[src/rtl/pwm_sine_pkg.sv]
// Shared types and constants for the PWM sine sequencer.
package pwm_sine_pkg;

    typedef enum logic [1:0] {
        ST_IDLE      = 2'd0,
        ST_RAMP_UP   = 2'd1,
        ST_RUN       = 2'd2,
        ST_RAMP_DOWN = 2'd3
    } seq_state_t;

    // sample * gain is renormalised by this many bits to form the duty value
    localparam int GAIN_SHIFT = 6;

endpackage

[src/rtl/pwm_period_counter.sv]
// Free-running PWM period counter; flags the last cycle of each period.
module pwm_period_counter #(
    parameter int PWM_W = 10
) (
    input  logic             clk,
    input  logic             rst,
    output logic [PWM_W-1:0] cnt,
    output logic             period_tick
);

    logic [PWM_W-1:0] r_cnt;

    // Count every clock, wrapping at 2^PWM_W.
    always_ff @(posedge clk or posedge rst) begin
        if (rst) r_cnt <= '0;
        else     r_cnt <= r_cnt + PWM_W'(1);
    end

    assign cnt         = r_cnt;
    assign period_tick = &r_cnt;

endmodule

[src/rtl/pwm_sine_sequencer.sv]
// Sine-modulated PWM generator with soft start/stop gain ramps.
//
// state        | meaning
// -------------+-----------------------------------------------------
// ST_IDLE      | output off, duty held at 0
// ST_RAMP_UP   | gain rises by 1 per period until it reaches amp
// ST_RUN       | gain tracks amp, one period of latency
// ST_RAMP_DOWN | gain falls by 1 per period; at 0 the phase is cleared
//
// Per period: cnt==0 reads the LUT, cnt==1 captures the sample,
// cnt==2 scales it, and the last cycle commits duty, phase and state.
module pwm_sine_sequencer
    import pwm_sine_pkg::*;
#(
    parameter int PWM_W  = 10,
    parameter int ACC_W  = 32,
    parameter int LUT_AW = 8
) (
    input  logic              clk,
    input  logic              rst,
    input  logic              start,
    input  logic              stop,
    input  logic [ACC_W-1:0]  phase_step,
    input  logic [7:0]        amp,
    output logic              lut_rd,
    output logic [LUT_AW-1:0] lut_addr,
    input  logic [7:0]        lut_data,
    output logic [PWM_W-1:0]  duty,
    output logic              period_tick,
    output logic              busy,
    output logic              pwm_out
);

    localparam logic [PWM_W-1:0] CNT_SAMPLE = PWM_W'(1);
    localparam logic [PWM_W-1:0] CNT_SCALE  = PWM_W'(2);

    logic [PWM_W-1:0] w_cnt;
    logic             w_tick;
    seq_state_t       r_state;
    seq_state_t       w_state_next;
    logic [7:0]       r_gain;
    logic [7:0]       w_gain_next;
    logic [8:0]       w_gain_inc;
    logic             w_enter_idle;
    logic [15:0]      w_product;
    logic [ACC_W-1:0] r_phase_acc;
    logic [ACC_W-1:0] r_step;
    logic [7:0]       r_sample;
    logic [PWM_W-1:0] r_duty_next;
    logic [PWM_W-1:0] r_duty;
    logic             r_pwm;

    pwm_period_counter #(.PWM_W(PWM_W)) u_period_counter (
        .clk         (clk),
        .rst         (rst),
        .cnt         (w_cnt),
        .period_tick (w_tick)
    );

    assign w_gain_inc = {1'b0, r_gain} + 9'd1;

    // Next state and gain; both only move on the period boundary.
    always_comb begin
        w_state_next = r_state;
        w_gain_next  = r_gain;
        if (w_tick) begin
            case (r_state)
                ST_IDLE: begin
                    if (start && !stop) w_state_next = ST_RAMP_UP;
                end
                ST_RAMP_UP: begin
                    if (stop) begin
                        w_state_next = ST_RAMP_DOWN;
                    end else if (w_gain_inc >= {1'b0, amp}) begin
                        w_gain_next  = amp;
                        w_state_next = ST_RUN;
                    end else begin
                        w_gain_next = w_gain_inc[7:0];
                    end
                end
                ST_RUN: begin
                    if (stop) w_state_next = ST_RAMP_DOWN;
                    else      w_gain_next  = amp;
                end
                ST_RAMP_DOWN: begin
                    if (start && !stop) begin
                        w_state_next = ST_RAMP_UP;
                    end else if (r_gain <= 8'd1) begin
                        w_gain_next  = 8'd0;
                        w_state_next = ST_IDLE;
                    end else begin
                        w_gain_next = r_gain - 8'd1;
                    end
                end
                default: w_state_next = ST_IDLE;
            endcase
        end
    end

    assign w_enter_idle = w_tick && (r_state == ST_RAMP_DOWN) && (w_state_next == ST_IDLE);

    // State and gain registers.
    always_ff @(posedge clk or posedge rst) begin
        if (rst) begin
            r_state <= ST_IDLE;
            r_gain  <= 8'd0;
        end else begin
            r_state <= w_state_next;
            r_gain  <= w_gain_next;
        end
    end

    assign w_product = 16'(r_sample) * 16'(r_gain);

    // Sample pipeline, double-buffered duty, phase accumulator and PWM compare.
    always_ff @(posedge clk or posedge rst) begin
        if (rst) begin
            r_phase_acc <= '0;
            r_step      <= '0;
            r_sample    <= 8'd0;
            r_duty_next <= '0;
            r_duty      <= '0;
            r_pwm       <= 1'b0;
        end else begin
            if (w_cnt == CNT_SAMPLE) r_sample    <= lut_data;
            if (w_cnt == CNT_SCALE)  r_duty_next <= PWM_W'(w_product >> GAIN_SHIFT);
            if (w_tick) begin
                r_duty      <= (w_state_next == ST_IDLE) ? '0 : r_duty_next;
                r_phase_acc <= w_enter_idle ? '0 : r_phase_acc + r_step;
                r_step      <= phase_step;
            end
            r_pwm <= (r_state != ST_IDLE) && (w_cnt < r_duty);
        end
    end

    // The read strobe is decoded from cnt, so it is masked while reset holds cnt at 0.
    assign lut_rd      = (w_cnt == '0) && !rst;
    assign lut_addr    = r_phase_acc[ACC_W-1 -: LUT_AW];
    assign duty        = r_duty;
    assign period_tick = w_tick;
    assign busy        = (r_state != ST_IDLE);
    assign pwm_out     = r_pwm;

endmodule

[config.mk]
export PLATFORM = sky130hd
export DESIGN_NAME = pwm_sine_sequencer
export DESIGN_NICKNAME = d
export VERILOG_FILES = /design/src/rtl/pwm_sine_pkg.sv /design/src/rtl/pwm_period_counter.sv /design/src/rtl/pwm_sine_sequencer.sv
export SDC_FILE = /design/constraint.sdc
export NUM_CORES = 1
export LEC_CHECK = 0
export ABC_AREA = 1
export CORE_MARGIN = 3
export CORE_UTILIZATION = 48
export CTS_CLUSTER_SIZE = 30
export DETAILED_ROUTE_END_ITERATION = 10
export PLACE_DENSITY_LB_ADDON = 0.15
export SYNTH_ARGS = -nofsm -noshare
export SYNTH_HDL_FRONTEND = slang
export SYNTH_SLANG_ARGS = --single-unit
[constraint.sdc]
create_clock -name clk -period 15 [get_ports clk]
set_input_delay 3.75 -clock clk [delete_from_list [all_inputs] [get_ports clk]]
set_output_delay 3.75 -clock clk [all_outputs]
set_load 0.01 [all_outputs]
## Word level (Yosys, flattened, before mapping)

Index checks and enable logic that the tools add are counted.
Widths: inputs -> output; s select.

- Logic and storage cells: 55
- Bits of input ports: 52
- Output and inout bits: 22
- Register bits after elaboration: 113

- $add $sub $neg: 4
- Multipliers: 1
- Muxes and demuxes: 16
- Equality and inequality tests: 8
- Reduce and logical (&&, ||, !) cells: 14
- $lt $le $gt $ge: 3

Operator list:

| operator | number |
|---|---|
| $mux 8 | 5 |
| $add 32x32->32 | 1 |
| $mux 32 | 1 |
| $pmux 8 s3 | 1 |
| $mul 8x8->16 | 1 |
| $mux 2 | 7 |
| $reduce_and 14->1 | 1 |
| $add 10x1->10 const B | 1 |
| $eq 10x1->1 const B | 1 |
| $eq 10x2->1 const B | 1 |
| $logic_not 10->1 | 1 |
| $lt 10x10->1 | 1 |
| $mux 10 | 1 |
| $reduce_and 10->1 | 1 |
| $add 8x1->9 const B | 1 |
| $ge 9x8->1 | 1 |
| $le 8x1->1 const B | 1 |
| $pmux 2 s4 | 1 |
| $sub 8x1->8 const B | 1 |
| $ne 2x2->1 const B | 3 |
| $logic_and 1x1->1 | 5 |
| $eq 2x2->1 const B | 2 |
| $logic_not 2->1 | 2 |
| $reduce_bool 3->1 | 1 |
| other kinds (3) | 4 |

## Logic depth before layout (Yosys ltp)

Gate-level depths: netlist (run 1).

- Word-level depth: 9
- Gate-level depth with buffers: 23
- Gate-level depth less buffers: 21

## Hierarchy

A second synthesis (run 1) with hierarchy kept.

- Cell total of the unflattened synthesis: 1335
- Area total of the unflattened synthesis: 9750.6 µm²

Modules (own cells, without submodules):

| module | area an instance (µm²) | instances | cells each |
|---|---|---|---|
| pwm_sine_sequencer | 9286.4 | 1 | 1282 |
| pwm_period_counter | 464.2 | 1 | 53 |

## Worst setup path after synthesis (run 1)

No wires, ideal clock.

- Kind: input to output
- Start point: input rst
- End point: output lut_rd
- Path slack: 4.693 ns
- Arrival: 6.557 ns
- Stages on the path: 3
- Required time: 11.250 ns
- Buffers on the path: 0
- Cells stage by stage: inv_1 -> nand3_1 -> nor2_1

- Longest elaborated chain between the ends: 2

Ends and longest elaborated chain:

| element | RTL line | source |
|---|---|---|
| from (decl) | pwm_sine_sequencer.sv:20 | `input logic rst,` |
| $logic_not 1->1 | pwm_sine_sequencer.sv:137 | `assign lut_rd = (w_cnt == '0) && !rst;` |
| $logic_and 1x1->1 | pwm_sine_sequencer.sv:137 |  |
| to (decl) | pwm_sine_sequencer.sv:25 | `output logic lut_rd,` |

Every way passes these cells.

## Worst setup path after layout (run 1)

Ends and elaborated chain as after synthesis.

==> reports/qor.csv, run 1 <==
metric;value;unit
synthSimpleGateAreaFrac;25.3;%
root_buffer;clkbuf_16;
slew_violations;0;
ant_nets;0;
tightest_slew;1.10;ns
whs_path_depth;2;
finalNetCount;1534;
netlist_area;9700;sq um
finalSetupTns;0;ns
antenna_cells;0;
finalWorstSetupSlack;6.24;ns
vias_per_cell;5.13;
globalRouteOverflowTotal;0;
critPathSlowestCell;clkdlybuf4s50_1;
synth_compound_area_share;9.83;%
drive_gt1_share;5.35;%
drv_cap;0;
pin_count;74;
worstSkewPairLatency;0.42;ns
final.min_clock_period;8.76;ns
stdcell_area;11200;sq um
yosys_warnings;0;
critPathRequiredTime;11.25;ns
critPathTopFamily;buffers and inverters;
peakVddDrop;0.0643;mV
multi_input_area;5800;sq um
io_buffers;73;
r2r-end;r_duty_next[5];
worstHoldStart;r_step[25];
yosysSeqAreaShare;29.2;%
postSynthNetCount;1485;
vias;8358;
fp.dieH;148;um
die_area;21900;sq um
synth_xor_area_share;4.15;%
synth_top_family_by_area;simple AND/OR/NAND/NOR gates;
clock-sinks;113;
avgSynthCellArea;7.44;sq um
area_delta_synth_final;15.1;%
synth_cell_types;48;
cpMostUsedCell;clkdlybuf4s50_1;
dr.pass1.iters;5;
path_cells;clkdlybuf4s50_1, inv_4, nand3_1, nor2_1, clkdlybuf4s50_1;
drt_iter0_drc;422;
post_cts_buffers;0;
synth_seq_cells;113;
async_reset_ff_share;100;%
hold_class;flop to flop;
clk_path_buf_depth;2;
final-hold-violation-count;0;
synthAdderAreaFrac;19.4;%
muxShareOfSynthArea;0.929;%
cts_tree;built;
final_common_cell;nand2_1;
cp_num_buf_inv;3;
path_class;input port to primary output;
rrSetupSlack;10.26;ns
r2r-start;r_gain[5];
powerDensity;77.3;nW/um^2
synth_cells;1304;
synth_top_area_share;29.2;%
clk_pin_slew_worst_paths;0.05;ns
drc;0;
fin_skew;0.00831;ns
r2r.worst_path.cells;17;
min_to;r_step[25];
htree_num_levels;4;
yosysTopAreaCell;dfrtp_1;
grt.total_usage;22.2;%
die_x;148;um
hold_buffers;0;
final.fill_count;1937;
fmax;114;MHz
cpPeakStageDelay;0.54;ns
timing.final.crit_share;58.4;%
grt_antenna_before_repair;0;
hpwl;17500;um
grt_max_degree;71;
place_ws;6.23;ns
routabilityCongestion;0.922;
placed_area;10600;sq um
coreArea;19700;sq um
maxSlewHeadroom;26.5;%
wl_per_cell;14.2;um
arrival;5.01;ns
regArea;2830;sq um
synth_area_leaders;dfrtp_1, nand2_1, ha_1, inv_1, fa_1;
final_cell_mix;nand2_1, inv_1, dfrtp_1;
first_global_vias;8333;
leakagePower;5.55;nW
synth-edff-count;0;
rows;51;
finalSetupViolations;0;
rsz0062_at_grt;false;
drt-total-wl;23200;um
start_util;49.3;%
cts_buffers;17;
critPathLaunchType;input port;
synth_ff_type;dfrtp_1;
outcome;finished clean;
grt_first_pass_wirelength;39600;um
critPathMaxFanout;3;
endpoint_kind;primary output;
ctsResizeCount;0;
[how the worst max path moves through the flow]
stage | from | end | slack (ns) | depth (start not counted)
after floorplan | rst | lut_rd | 4.69 | 3
after global placement | rst | lut_rd | 6.23 | 5
after detailed placement | rst | lut_rd | 6.23 | 5
after CTS | rst | lut_rd | 6.23 | 5
after global routing | rst | lut_rd | 6.12 | 5
final | rst | lut_rd | 6.24 | 5
[metrics by stage]
stage	hold slack [ns]	power (mW)	cells	util [%]
floorplan	0.446	0.415	1304	-
global placement	0.468	0.452	1599	53.7
detailed placement	0.469	0.454	1599	53.7
CTS	0.484	0.874	1630	56.8
global route	0.505	0.908	1630	56.8
finish	0.478	0.863	1630	56.8
[cell type report]
type                       instances  area share [%]
multi-input combinational        920            52.0
sequential                       113            25.3
inverter                         224            7.56
timing repair buffer              77            6.82
clock buffer                      21            4.13
tap                              265            2.97
clock inverter                    10            1.21
[registers in the layout, indices dropped and copies added (netlist names)]
name	count
r_sample	8
pwm_out	1
r_state	2
r_phase_acc	32
r_duty_next	10
u_period_counter.cnt	10
r_gain	8
duty	10
r_step	32
[worst register-to-register path, cell delays in order (launching register included)]
cell and delay, ns:
dfrtp_1 0.76, nand2_1 0.15, fa_1 0.49, fa_1 0.54, inv_1 0.06, fa_1 0.53, inv_1 0.06, fa_1 0.53
inv_1 0.05, ha_1 0.34, a21oi_1 0.21, o21ai_0 0.14, a21oi_1 0.22, o21ai_1 0.13, nand2_1 0.10, nand2_1 0.06
xnor2_1 0.13, o21ai_0 0.15
[synth_stat cells (4+ instances only)]
| cell type | instances |
|---|---|
| nor2_1 | 65 |
| nor4_1 | 5 |
| xor2_1 | 35 |
| a21o_1 | 9 |
| a21oi_1 | 55 |
| nor3_1 | 13 |
| a22oi_1 | 4 |
| dfrtp_1 | 113 |
| inv_1 | 221 |
| nand3_2 | 11 |
| o21ai_0 | 48 |
| mux2_2 | 8 |
| nand2_1 | 384 |
| xnor2_1 | 11 |
| a31oi_1 | 13 |
| ha_1 | 93 |
| fa_1 | 36 |
| nand4_1 | 6 |
| o21a_1 | 4 |
| buf_4 | 9 |
| nand3_1 | 71 |
| o21bai_1 | 4 |
| o211ai_1 | 11 |
| buf_2 | 6 |
| clkbuf_1 | 25 |
[cells by family after synthesis]
logic type | after synthesis
compound gates | 164
flops | 113
buf+inv | 271
fa+ha+maj | 129
xor+xnor | 46
mux | 8
simple gates | 573
[metal layers]
layer / GRT usage, % / up-vias / wire length [um]
met5: 0 / - / 0
met4: 6.70 / 0 / 489
met3: 4.24 / 36 / 820
met2: 39.2 / 141 / 11900
met1: 27.6 / 3969 / 10000
li1: - / 4212 / -
[report_power, final]
| group | switching (mW) | internal [mW] | leakage, nW |
|---|---|---|---|
| Combinational | 0.0702 | 0.0526 | 4.17 |
| Clock | 0.147 | 0.268 | 0.281 |
| Sequential | 0.00901 | 0.316 | 1.10 |
| Total | 0.226 | 0.637 | 5.55 |
No activity file was read; power rests on OpenSTA's default activity.
==> run 2, diff against run 1 <==
==> constraint.sdc (replaced) <==
create_clock -name clk -period 8.9 [get_ports clk]
set_input_delay 2.225 -clock clk [delete_from_list [all_inputs] [get_ports clk]]
set_output_delay 2.225 -clock clk [all_outputs]
set_load 0.01 [all_outputs]
==> run 2 against run 1 <==
Compared with the run above: register-to-register slack lost 6.2 ns; clock skew grew 0.0032 ns; first-iteration DRC count grew 10%; largest cell class unchanged; non-clock buffer count shrank 1; cell count is the same; clock power grew 80%; worst setup slack lost 3.5 ns; total power grew 74%; critical endpoint unchanged.
==> reports/qor.csv, run 2 (synthesis results as in run 1) <==
metric;value;unit
htree_num_levels;4;
critPathLaunchType;input port;
hpwl;17500;um
finalSetupViolations;0;
cts_tree;built;
start_util;49.3;%
io_buffers;73;
finalSetupTns;0;ns
fin_util;56.9;%
die_x;148;um
first_global_vias;8308;
critPathMaxFanout;46;
grt_max_degree;70;
drc;0;
clock-sinks;113;
path_class;input port to primary output;
vias_per_cell;5.17;
worstSkewPairLatency;0.42;ns
routabilityCongestion;0.936;
grt_first_pass_wirelength;39800;um
finalNetCount;1533;
stdcell_area;11200;sq um
drive_gt1_share;5.42;%
outcome;finished clean;
tightest_slew;1.22;ns
die_area;21900;sq um
drt-total-wl;23400;um
area_delta_synth_final;15.4;%
hold_buffers;0;
top_regs;r_phase_acc (32), r_step (32);
ctsResizeCount;0;
timing.final.crit_share;68.7;%
dr.pass1.iters;7;
hold_class;flop to flop;
final_common_cell;nand2_1;
coreArea;19700;sq um
final.fill_count;1919;
wl_per_cell;14.4;um
clk_pin_slew_worst_paths;0.06;ns
multi_input_area;5800;sq um
arrival;3.89;ns
drt_iter0_drc;466;
rsz0062_at_grt;false;
rows;51;
regArea;2830;sq um
fp.dieH;148;um
endpoint_kind;primary output;
post_cts_buffers;0;
cts_buffers;17;
root_buffer;clkbuf_16;
clk_path_buf_depth;2;
final_cell_mix;nand2_1, inv_1, dfrtp_1;
leakagePower;5.57;nW
peakVddDrop;0.124;mV
final.min_clock_period;6.12;ns
globalRouteOverflowTotal;0;
fin_skew;0.0115;ns
antenna_cells;0;
slew_violations;0;
critPathRequiredTime;6.68;ns
powerDensity;134;nW/um^2
ant_nets;0;
final-hold-violation-count;0;
grt.total_usage;22.3;%
placed_area;10600;sq um
vias;8427;
fmax;163;MHz
grt_antenna_before_repair;0;
pin_count;74;
maxSlewHeadroom;18.5;%
drv_cap;0;
run 2: power breakdown:
part	leakage, nW	internal, mW	switching (mW)
clock network	0.299	0.484	0.261
registers	1.10	0.533	0.0152
logic	4.16	0.0883	0.119
total	5.57	1.11	0.395
run 2: cell type report:
| cell class | count | area share (%) |
|---|---|---|
| Clock buffer | 20 | 4.08 |
| Clock inverter | 12 | 1.62 |
| Tap cell | 265 | 2.96 |
| Timing Repair Buffer | 76 | 6.73 |
| Sequential cell | 113 | 25.3 |
| Inverter | 224 | 7.53 |
| Multi-Input combinational cell | 920 | 51.8 |
run 2: final timing paths:
check,cells past startpoint,slack [ns],start,to
min reg2reg,2,0.48,r_step[25],r_step[25]
min,2,0.48,r_step[25],r_step[25]
min in group asynchronous,2,2.21,rst,r_step[31]
max in group asynchronous,3,5.37,rst,r_phase_acc[22]
max reg2reg,16,4.09,r_gain[5],r_duty_next[3]
max,5,2.78,rst,lut_rd
run 2: per-stage QoR:
step                      hold slack [ns]  power, mW  setup slack, ns  cells
after global placement              0.468      0.763             2.71   1598
after detailed placement            0.471      0.765             2.73   1598
after floorplan                     0.446      0.699             1.64   1304
after CTS                           0.483       1.52             2.72   1630
after global routing                0.507       1.57             2.58   1630
final                               0.480       1.50             2.78   1630
run 2: metal layers:
layer	vias to the layer above	part of all wire [%]	track usage, %
met5	-	0	0
met4	0	1.5	6.14
met3	33	3.7	3.29
met2	151	51	40.3
met1	4026	43	27.7
li1	4217	-	-
run 2: critical path: stages:
cell and delay, ns:
clkdlybuf4s50_1 0.44, inv_4 0.43, nand3_1 0.13, nor2_1 0.12, clkdlybuf4s50_1 0.54
==> run 3, diff against run 2 <==
==> constraint.sdc (replaced) <==
create_clock -name clk -period 5.7 [get_ports clk]
set_input_delay 1.425 -clock clk [delete_from_list [all_inputs] [get_ports clk]]
set_output_delay 1.425 -clock clk [all_outputs]
set_load 0.01 [all_outputs]
==> run 3 against run 2 <==
Compared with the run above: total power increased by 51%; clock skew increased by 0.0018 ns; combinational power increased by 57%; clock-buffer cell count increased by 2; sequential share of layout area increased by 0.060 points; critical path type is now flop to flop; largest cell class unchanged.
==> reports/qor.csv, run 3 (synthesis results as in run 1) <==
metric;value;unit
fin_skew;0.0133;ns
critPathTopFamily;adder cells;
finalSetupTns;0;ns
first_global_vias;8327;
area_delta_synth_final;15.1;%
critPathLaunchType;flop;
peakVddDrop;0.198;mV
switching_share;26.2;%
critPathRequiredTime;6.00;ns
rows;51;
outcome;finished clean;
cpMostUsedCell;inv_1;
slew_violations;0;
ctsResizeCount;0;
top_regs;r_phase_acc (32), r_step (32);
tightest_slew;1.10;ns
grt_first_pass_wirelength;40100;um
die_x;148;um
drive_gt1_share;5.41;%
r2r-start;r_gain[4];
final.min_clock_period;4.64;ns
cts_tree;built;
min_to;r_step[0];
r2r.worst_path.cells;18;
cts_buffers;17;
rrSetupSlack;1.06;ns
clock-sinks;113;
fp.dieH;148;um
pwr-share-clk;47.8;%
htree_num_levels;4;
drc;0;
whs;0.481;ns
pin_count;74;
finalSetupViolations;0;
wl_per_cell;14.2;um
cp_num_buf_inv;5;
sequentialPowerShare;37.9;%
vias_per_cell;5.09;
endpoint_kind;flop;
vias;8313;
drt-total-wl;23200;um
maxSlewHeadroom;26.3;%
globalRouteOverflowTotal;0;
fmax;216;MHz
root_buffer;clkbuf_16;
hold_class;flop to flop;
start_util;49.3;%
p_int;1.67;mW
timing.final.crit_share;81.4;%
grt_antenna_before_repair;0;
dr.pass1.iters;5;
post_cts_buffers;0;
whs_path_depth;2;
hpwl;17900;um
critPathMaxFanout;15;
clk_pin_slew_worst_paths;0.06;ns
cpPeakStageDelay;0.59;ns
grt_max_degree;71;
worstSkewPairLatency;0.42;ns
leakagePower;5.57;nW
path_class;flop to flop;
power_frac_comb;14.3;%
final_common_cell;nand2_1;
drv_cap;0;
final_cell_mix;nand2_1, inv_1, dfrtp_1;
io_buffers;73;
routabilityCongestion;0.957;
die_area;21900;sq um
critPathSlowestCell;dfrtp_1;
rsz0062_at_grt;false;
powerDensity;202;nW/um^2
worstHoldStart;r_step[0];
r2r-end;r_duty_next[3];
p_sw;0.591;mW
hold_buffers;0;
arrival;4.94;ns
finalNetCount;1536;
ant_nets;0;
drt_iter0_drc;499;
coreArea;19700;sq um
antenna_cells;0;
path_cells;nand2_1, inv_1, fa_1, inv_1, fa_1, inv_1, fa_1, inv_1, fa_1, inv_1, ha_1, a21oi_1, o21ai_0, a21oi_1, o21ai_1, or2_2, nand3_1, nand2_1;
grt.total_usage;22.2;%
clk_path_buf_depth;2;
final.fill_count;1928;
final-hold-violation-count;0;
run 3: worst min-delay path, stage by stage, from the launching register on:
cell and delay, ns:
dfrtp_1 0.35, nand2_1 0.06, nand2_1 0.05
run 3: final cells by class:
cell class / count / area [sq um] / area share [%]
Multi-Input combinational cell: 920 / 5800 / 51.9
Sequential cell: 113 / 2830 / 25.3
Inverter: 224 / 843 / 7.55
Timing Repair Buffer: 79 / 776 / 6.95
Clock buffer: 22 / 454 / 4.07
Tap cell: 265 / 332 / 2.97
Clock inverter: 10 / 135 / 1.21
run 3: worst max-delay path by stage:
stage	start	to	slack [ns]	cells past startpoint
3_3_place_gp	r_gain[4]	r_duty_next[3]	1.18	18
3_5_place_dp	r_gain[4]	r_duty_next[3]	1.12	18
6_report	r_gain[4]	r_duty_next[3]	1.06	18
2_1_floorplan	rst	lut_rd	0.04	3
5_1_grt	r_gain[4]	r_duty_next[5]	0.67	19
4_1_cts	r_gain[4]	r_duty_next[3]	1.09	18
run 3: stage by stage:
stage	instances	utilization [%]	power [mW]	worst slack (ns)	area [sq um]
floorplan	1304	-	1.09	0.0433	9700
global placement	1601	53.8	1.19	1.18	10600
detailed placement	1601	53.8	1.19	1.12	10600
CTS	1633	56.8	2.29	1.09	11200
global route	1633	56.8	2.38	0.674	11200
finish	1633	56.8	2.26	1.06	11200
run 3: per-layer routing:
layer  wire length (um)  GRT usage [%]  vias to the layer above
met3                870           3.66                       17
met1              10500           29.0                     3927
li1                   -              -                     4224
met4                229           5.22                        0
met2              11600           38.9                      145
met5                  0              0                        -
run 3: power by group through the flow:
stage	Combinational [mW]	Sequential, mW	Clock, mW
after CTS	0.327	0.855	1.10
final	0.324	0.855	1.08
after detailed placement	0.324	0.868	0
after global routing	0.383	0.859	1.14
after floorplan	0.235	0.857	0
after global placement	0.325	0.869	0
